$ cat src/rtl/m_pc_pipeline.sv
// Fetch program counter plus a STAGES-deep PC/valid history chain, with stall, redirect and flush.
// Define PC_MISALIGN_TRAP_EN to send misaligned redirects to TRAP_VEC and pulse w_misalign.
`timescale 1ns/1ps

module m_pc_pipeline #(
  parameter int              XLEN         = 32,
  parameter int              STAGES       = 3,
  parameter int              INC          = 4,
  parameter logic [XLEN-1:0] RESET_PC     = '0,
  parameter int              FLUSH_STAGES = 2,
  parameter logic [XLEN-1:0] TRAP_VEC     = XLEN'('h100)
) (
  input  logic                   w_clk,
  input  logic                   w_rst,
  input  logic                   w_stall,
  input  logic                   w_redirect,
  input  logic [XLEN-1:0]        w_redirect_pc,
  output logic [XLEN-1:0]        w_pc,
  output logic [STAGES*XLEN-1:0] w_stage_pc,
`ifdef PC_MISALIGN_TRAP_EN
  output logic                   w_misalign,
`endif
  output logic [STAGES-1:0]      w_stage_valid
);

  logic [XLEN-1:0]   r_pc;
  logic [XLEN-1:0]   r_stage_pc [STAGES];
  logic [STAGES-1:0] r_valid;

  logic [XLEN-1:0]   pc_nxt;
  logic [STAGES-1:0] valid_nxt;
  logic              advance;

  // A redirect always moves the pipeline, even when a stall is requested.
  assign advance = w_redirect || !w_stall;

`ifdef PC_MISALIGN_TRAP_EN
  logic misalign_nxt;
  logic r_misalign;
`endif

  always_comb begin
    // NOTE: every combinational output gets a default first so no path leaves it unassigned (no latch).
    pc_nxt = r_pc + XLEN'(INC);
`ifdef PC_MISALIGN_TRAP_EN
    misalign_nxt = 1'b0;
`endif
    if (w_redirect) begin
      pc_nxt = w_redirect_pc;
`ifdef PC_MISALIGN_TRAP_EN
      if (w_redirect_pc[1:0] != 2'b00) begin
        pc_nxt       = TRAP_VEC;
        misalign_nxt = 1'b1;
      end
`endif
    end
  end

  always_comb begin
    valid_nxt    = '0;
    valid_nxt[0] = 1'b1;
    for (int i = 1; i < STAGES; i++) begin
      valid_nxt[i] = r_valid[i-1];
    end
    // Squash the youngest stages: they hold wrong-path fetches once a redirect is taken.
    if (w_redirect) begin
      for (int i = 0; i < FLUSH_STAGES; i++) begin
        valid_nxt[i] = 1'b0;
      end
    end
  end

  always_ff @(posedge w_clk) begin
    // NOTE: state registers use non-blocking assignment so every stage samples its predecessor's old value.
    if (w_rst) begin
      r_pc    <= RESET_PC;
      r_valid <= '0;
      for (int i = 0; i < STAGES; i++) begin
        r_stage_pc[i] <= '0;
      end
    end else if (advance) begin
      r_pc          <= pc_nxt;
      r_valid       <= valid_nxt;
      r_stage_pc[0] <= r_pc;
      for (int i = 1; i < STAGES; i++) begin
        r_stage_pc[i] <= r_stage_pc[i-1];
      end
    end
  end

`ifdef PC_MISALIGN_TRAP_EN
  // Cleared on every other edge, stalled or not, so the pulse lasts exactly one cycle.
  always_ff @(posedge w_clk) begin
    if (w_rst) begin
      r_misalign <= 1'b0;
    end else begin
      r_misalign <= misalign_nxt;
    end
  end

  assign w_misalign = r_misalign;
`endif

  assign w_pc          = r_pc;
  assign w_stage_valid = r_valid;

  for (genvar g = 0; g < STAGES; g++) begin : g_stage_out
    assign w_stage_pc[g*XLEN +: XLEN] = r_stage_pc[g];
  end

endmodule

$ cat config.mk
export PLATFORM = sky130hd
export DESIGN_NAME = m_pc_pipeline
export DESIGN_NICKNAME = d
export VERILOG_FILES = /design/src/rtl/m_pc_pipeline.sv
export SDC_FILE = /design/constraint.sdc
export NUM_CORES = 1
export LEC_CHECK = 0
export ABC_AREA = 0
export CORE_ASPECT_RATIO = 1.2
export CORE_UTILIZATION = 30
export DETAILED_ROUTE_END_ITERATION = 8
export HOLD_SLACK_MARGIN = 0.06
export PLACE_DENSITY = 0.56
export SLEW_MARGIN = 20
export SYNTH_ARGS = -nofsm -noshare
export SYNTH_HDL_FRONTEND = slang
export SYNTH_SLANG_ARGS = --single-unit
$ cat constraint.sdc
create_clock -name w_clk -period 4.5 [get_ports w_clk]
set_input_delay 1.125 -clock w_clk [delete_from_list [all_inputs] [get_ports w_clk]]
set_output_delay 1.125 -clock w_clk [all_outputs]
set_load 0.02 [all_outputs]
# Word level (Yosys, flattened, before mapping)
# Memories as Yosys holds them, arrays and structs flattened.
# Index checks and enable logic that the tools add are counted.
# classes
add_sub_neg,1
reduce_logical,2
n_mux,10
bitwise,3
# op_table
cell,n
two-way mux 32 bit,4
"adder 32 x 3 -> 32 bit, second input constant",1
two-way mux 1 bit,5
OR 1 bit,3
two-way mux 2 bit,1
logical NOT 1 bit,1
logical OR 1 bit,1
# totals
ram_bits,96
in_bits,36
wordCells,19
register_bits,35
memories,1
# mem_list
memory,depth,width,rd,rd_clocked_by_memory_dff,wr,line_no,text
r_stage_pc,3,32,3,0,3,27,logic [XLEN-1:0] r_stage_pc [STAGES];

# Longest topological paths before layout
# depth
word_depth,6
ltp_mapped,7

# Worst setup path after synthesis
# Ideal clock, no wire load.
# synth_path
path_type,input-to-reg
startpoint,input w_stall
endpoint,memory r_stage_pc[0][0] (enable)
setup_time_ns,0.901
path_stages,4
arrival_ns,3.409
t_required_ns,3.599
path_buffers,2
path_slack_ns,0.190
path_cell_list,clkbuf_1 nor2b_1 clkbuf_1 nand2_1
# synth_rtl
element,line_no,text
"start, declared",15,"input logic w_stall,"
"end, declared",27,

# Worst setup path after layout
# layout_path
startpoint,input w_stall
endpoint,register r_pc[19] (netlist: w_pc[19])
# layout_via
elab_chain_len,2
# layout_rtl
element,line_no,text
logical NOT 1 bit,35,assign advance = w_redirect || !w_stall;
logical OR 1 bit,35,
"end signal, assigned",82,r_pc <= pc_nxt;
"end, declared",26,logic [XLEN-1:0] r_pc;
# No other way between the ends.
# A chain may end at the register's enable or synchronous reset.

==> results.ini <==
[drt]
routedWlPerCell_um = 17.2
num_vias = 4009
dr.pass1.iters = 9
wl_mm = 14.4
drtIter0Drc = 221
drc = 12
drt.antenna.violating_nets = 0
viasPerCell = 4.77

[final_layout]
layout_common_cells = clkdlybuf4s50_1 (166), edfxtp_1 (96), and2_1 (91), dfxtp_1 (35), nor2_1 (27)
drive_gt1_frac = 0.0758
fill_cells = 1622
final_nets = 644
fin_util = 0.454
layout_commonest_cell = clkdlybuf4s50_1
antenna_cells = 0
area_growth_pct = 46.5

[worst_setup_path]
path_class = in2reg
arrival_ps = 3360
critPathMaxFanout = 10
crit_slowest_cell = clkdlybuf4s50_1
cp-end-kind = flop
worstPathRequired_ps = 4820
cpPeakStageDelay_ps = 600
start_kind = input pin
r2r_cells = 4
path_cells = clkdlybuf4s50_1 > and4b_1 > nand3_1 > or4_1 > a311oi_1

[flow_run]
drv_cap = 0

[timing]
fin_skew_ps = 5.48
rsz0062_at_grt = no
period_share = 0.675
hold_viol_final = 0
fmax_mhz = 329
max-slew-margin-rel = 0.419
timing.hold.ws_ps = 481
finalSetupTns_ps = 0
setup-violations-final = 0
min_period_ps = 3040
worstMarginPinSlew_ps = 872
setup_ws_ps = 1460
slew_violations = 0

[yosys]
synthXorXnorAreaFrac = 0.0159
muxShareOfSynthArea = 0.00911
synth.net_count = 481
synth.avg_cell_area_um2 = 12.4
synth_cell_types = 47
synth_edf_count = 96
async_flop_share = 0
synth_compound_area_frac = 0.0683
ys_seq_area_frac = 0.652
ys_seq_elements = 131
synth-simple-area-share = 0.227
syn_area_um2 = 5490
synthCells = 444
synthFlopType = edfxtp_1
synth_top_family_by_area = simple AND/OR/NAND/NOR gates
ys_warn_count = 0
synthAdderAreaFrac = 0.00228

[grt]
grt_overflow = 0
track_usage = 0.155
grt_pass1_vias = 3941
antenna_found_initial = 0
grt_max_degree = 97
grt_first_pass_wirelength_mm = 22.1

[placement]
post-place-ws_ps = 813
io_buffers = 166
hpwl_mm = 10.5
gp_congestion = 0.831

[floorplan]
die_y_um = 150
fp.coreArea_um2 = 17700
io_pins = 167
initial_core_util = 0.310
die_w_um = 126
dieArea_um2 = 18900
rows = 53

[clock_tree]
cts_hold_buf = 0
numCtsBuffers = 17
cts.sinks = 131
worstSkewPairLatency_ps = 410
cts_setup_buffers = 0
clk_pin_slew_ps = 60
root_buffer = clkbuf_16
cts_resized = 0
clock_path_buffers = 2
cts_tree = done
htree_levels = 4

[hold_path]
hold_depth = 2
holdCritPathClass = reg2reg

[power]
pwr_density_cell_nw_per_um2 = 413
power_leakage_nw = 2.97
ir_drop_v = 0.000238
power.total_mw = 3.32

[status]
status = finished with violations
violations = DRC

## worst max-delay path: cells and delay by family
family	cells	cell delay, ps
buffers and inverters	1	600
AO/OA/AOI/OAI	1	260
AND/OR/NAND/NOR	3	1370
## kinds of logic (layout without fill, tap and decap cells)
logic type	count (synthesis)	after routing
buffers and inverters	36	212
AO/OA/AOI/OAI	47	47
adder cells (fa/ha/maj)	1	1
XOR/XNOR	10	10
flip-flops	131	131
AND/OR/NAND/NOR	214	214
multiplexers	5	5
## per-layer routing
metal | global-route usage | vias to the layer above | wire length, µm | part of all wire
li1 | - | 1948 | - | -
met1 | 0.177 | 1922 | 5890 | 0.41
met2 | 0.277 | 115 | 7610 | 0.53
met3 | 0.0327 | 24 | 629 | 0.044
met4 | 0.0756 | 0 | 319 | 0.022
met5 | 0 | - | 0 | 0
## synth_stat cells, types with 2 or more instances
cell / count / area, µm²
o2111a_1: 3 / 33.8
o21ai_0: 6 / 30.0
a311oi_1: 8 / 70.1
or2_2: 2 / 12.5
mux2i_1: 5 / 50.1
and2_1: 91 / 569
edfxtp_1: 96 / 2880
o31ai_1: 5 / 37.5
nand3_1: 9 / 45.0
a21oi_1: 3 / 15.0
a311o_1: 3 / 30.0
a211oi_1: 7 / 52.6
nand2_1: 22 / 82.6
xnor2_1: 7 / 61.3
nand2b_1: 2 / 12.5
clkbuf_1: 25 / 93.8
buf_1: 2 / 7.51
and4_1: 4 / 35.0
or4_1: 6 / 45.0
xor2_1: 3 / 26.3
nand4b_1: 3 / 26.3
o211ai_1: 2 / 15.0
nor3_1: 12 / 60.1
nor2_1: 28 / 105
nand4_1: 6 / 37.5
and3_1: 3 / 18.8
or3_1: 5 / 31.3
nor4_1: 7 / 43.8
o211a_1: 3 / 30.0
a2111oi_1: 2 / 20.0
nand4_2: 3 / 37.5
dfxtp_1: 35 / 701
nor2b_1: 6 / 37.5
inv_1: 7 / 26.3
## final cells by class
| cell class | count | area, µm² | share of cell area |
|---|---|---|---|
| Sequential cell | 131 | 3580 | 0.445 |
| Multi-Input combinational cell | 277 | 1790 | 0.223 |
| Timing Repair Buffer | 173 | 1730 | 0.215 |
| Clock buffer | 17 | 425 | 0.0529 |
| Tap cell | 220 | 275 | 0.0342 |
| Clock inverter | 15 | 214 | 0.0266 |
| Inverter | 7 | 26.3 | 0.00327 |
## report_power, final
| group | internal (mW) | leakage, nW | switching (mW) |
|---|---|---|---|
| Clock | 0.976 | 0.296 | 0.501 |
| Sequential | 1.38 | 1.40 | 0.0632 |
| Combinational | 0.197 | 1.28 | 0.208 |
| Total | 2.55 | 2.97 | 0.772 |
## worst paths after layout
path | from | to | slack, ps
worst max-delay path | w_stall | w_pc[19]$_SDFFE_PP0N_ | 1460
worst min-delay path | w_stage_valid[0]$_SDFFE_PP0N_ | w_stage_valid[0]$_SDFFE_PP0N_ | 480
worst max register to register | w_pc[13]$_SDFFE_PP0N_ | w_pc[26]$_SDFFE_PP0N_ | 2160
worst min register to register | w_stage_valid[0]$_SDFFE_PP0N_ | w_stage_valid[0]$_SDFFE_PP0N_ | 480
## through the flow
step,instances,instance area (µm²)
finish,840,8050
global route,840,8050
CTS,839,8020
detailed placement,807,7380
global placement,807,7380
floorplan,444,5490
## flip-flops by register name, summed over array words and instances (netlist names)
name           cells
r_stage_pc        96
w_pc              32
w_stage_valid      3
Note: power is estimated with default switching activity, not from simulation.
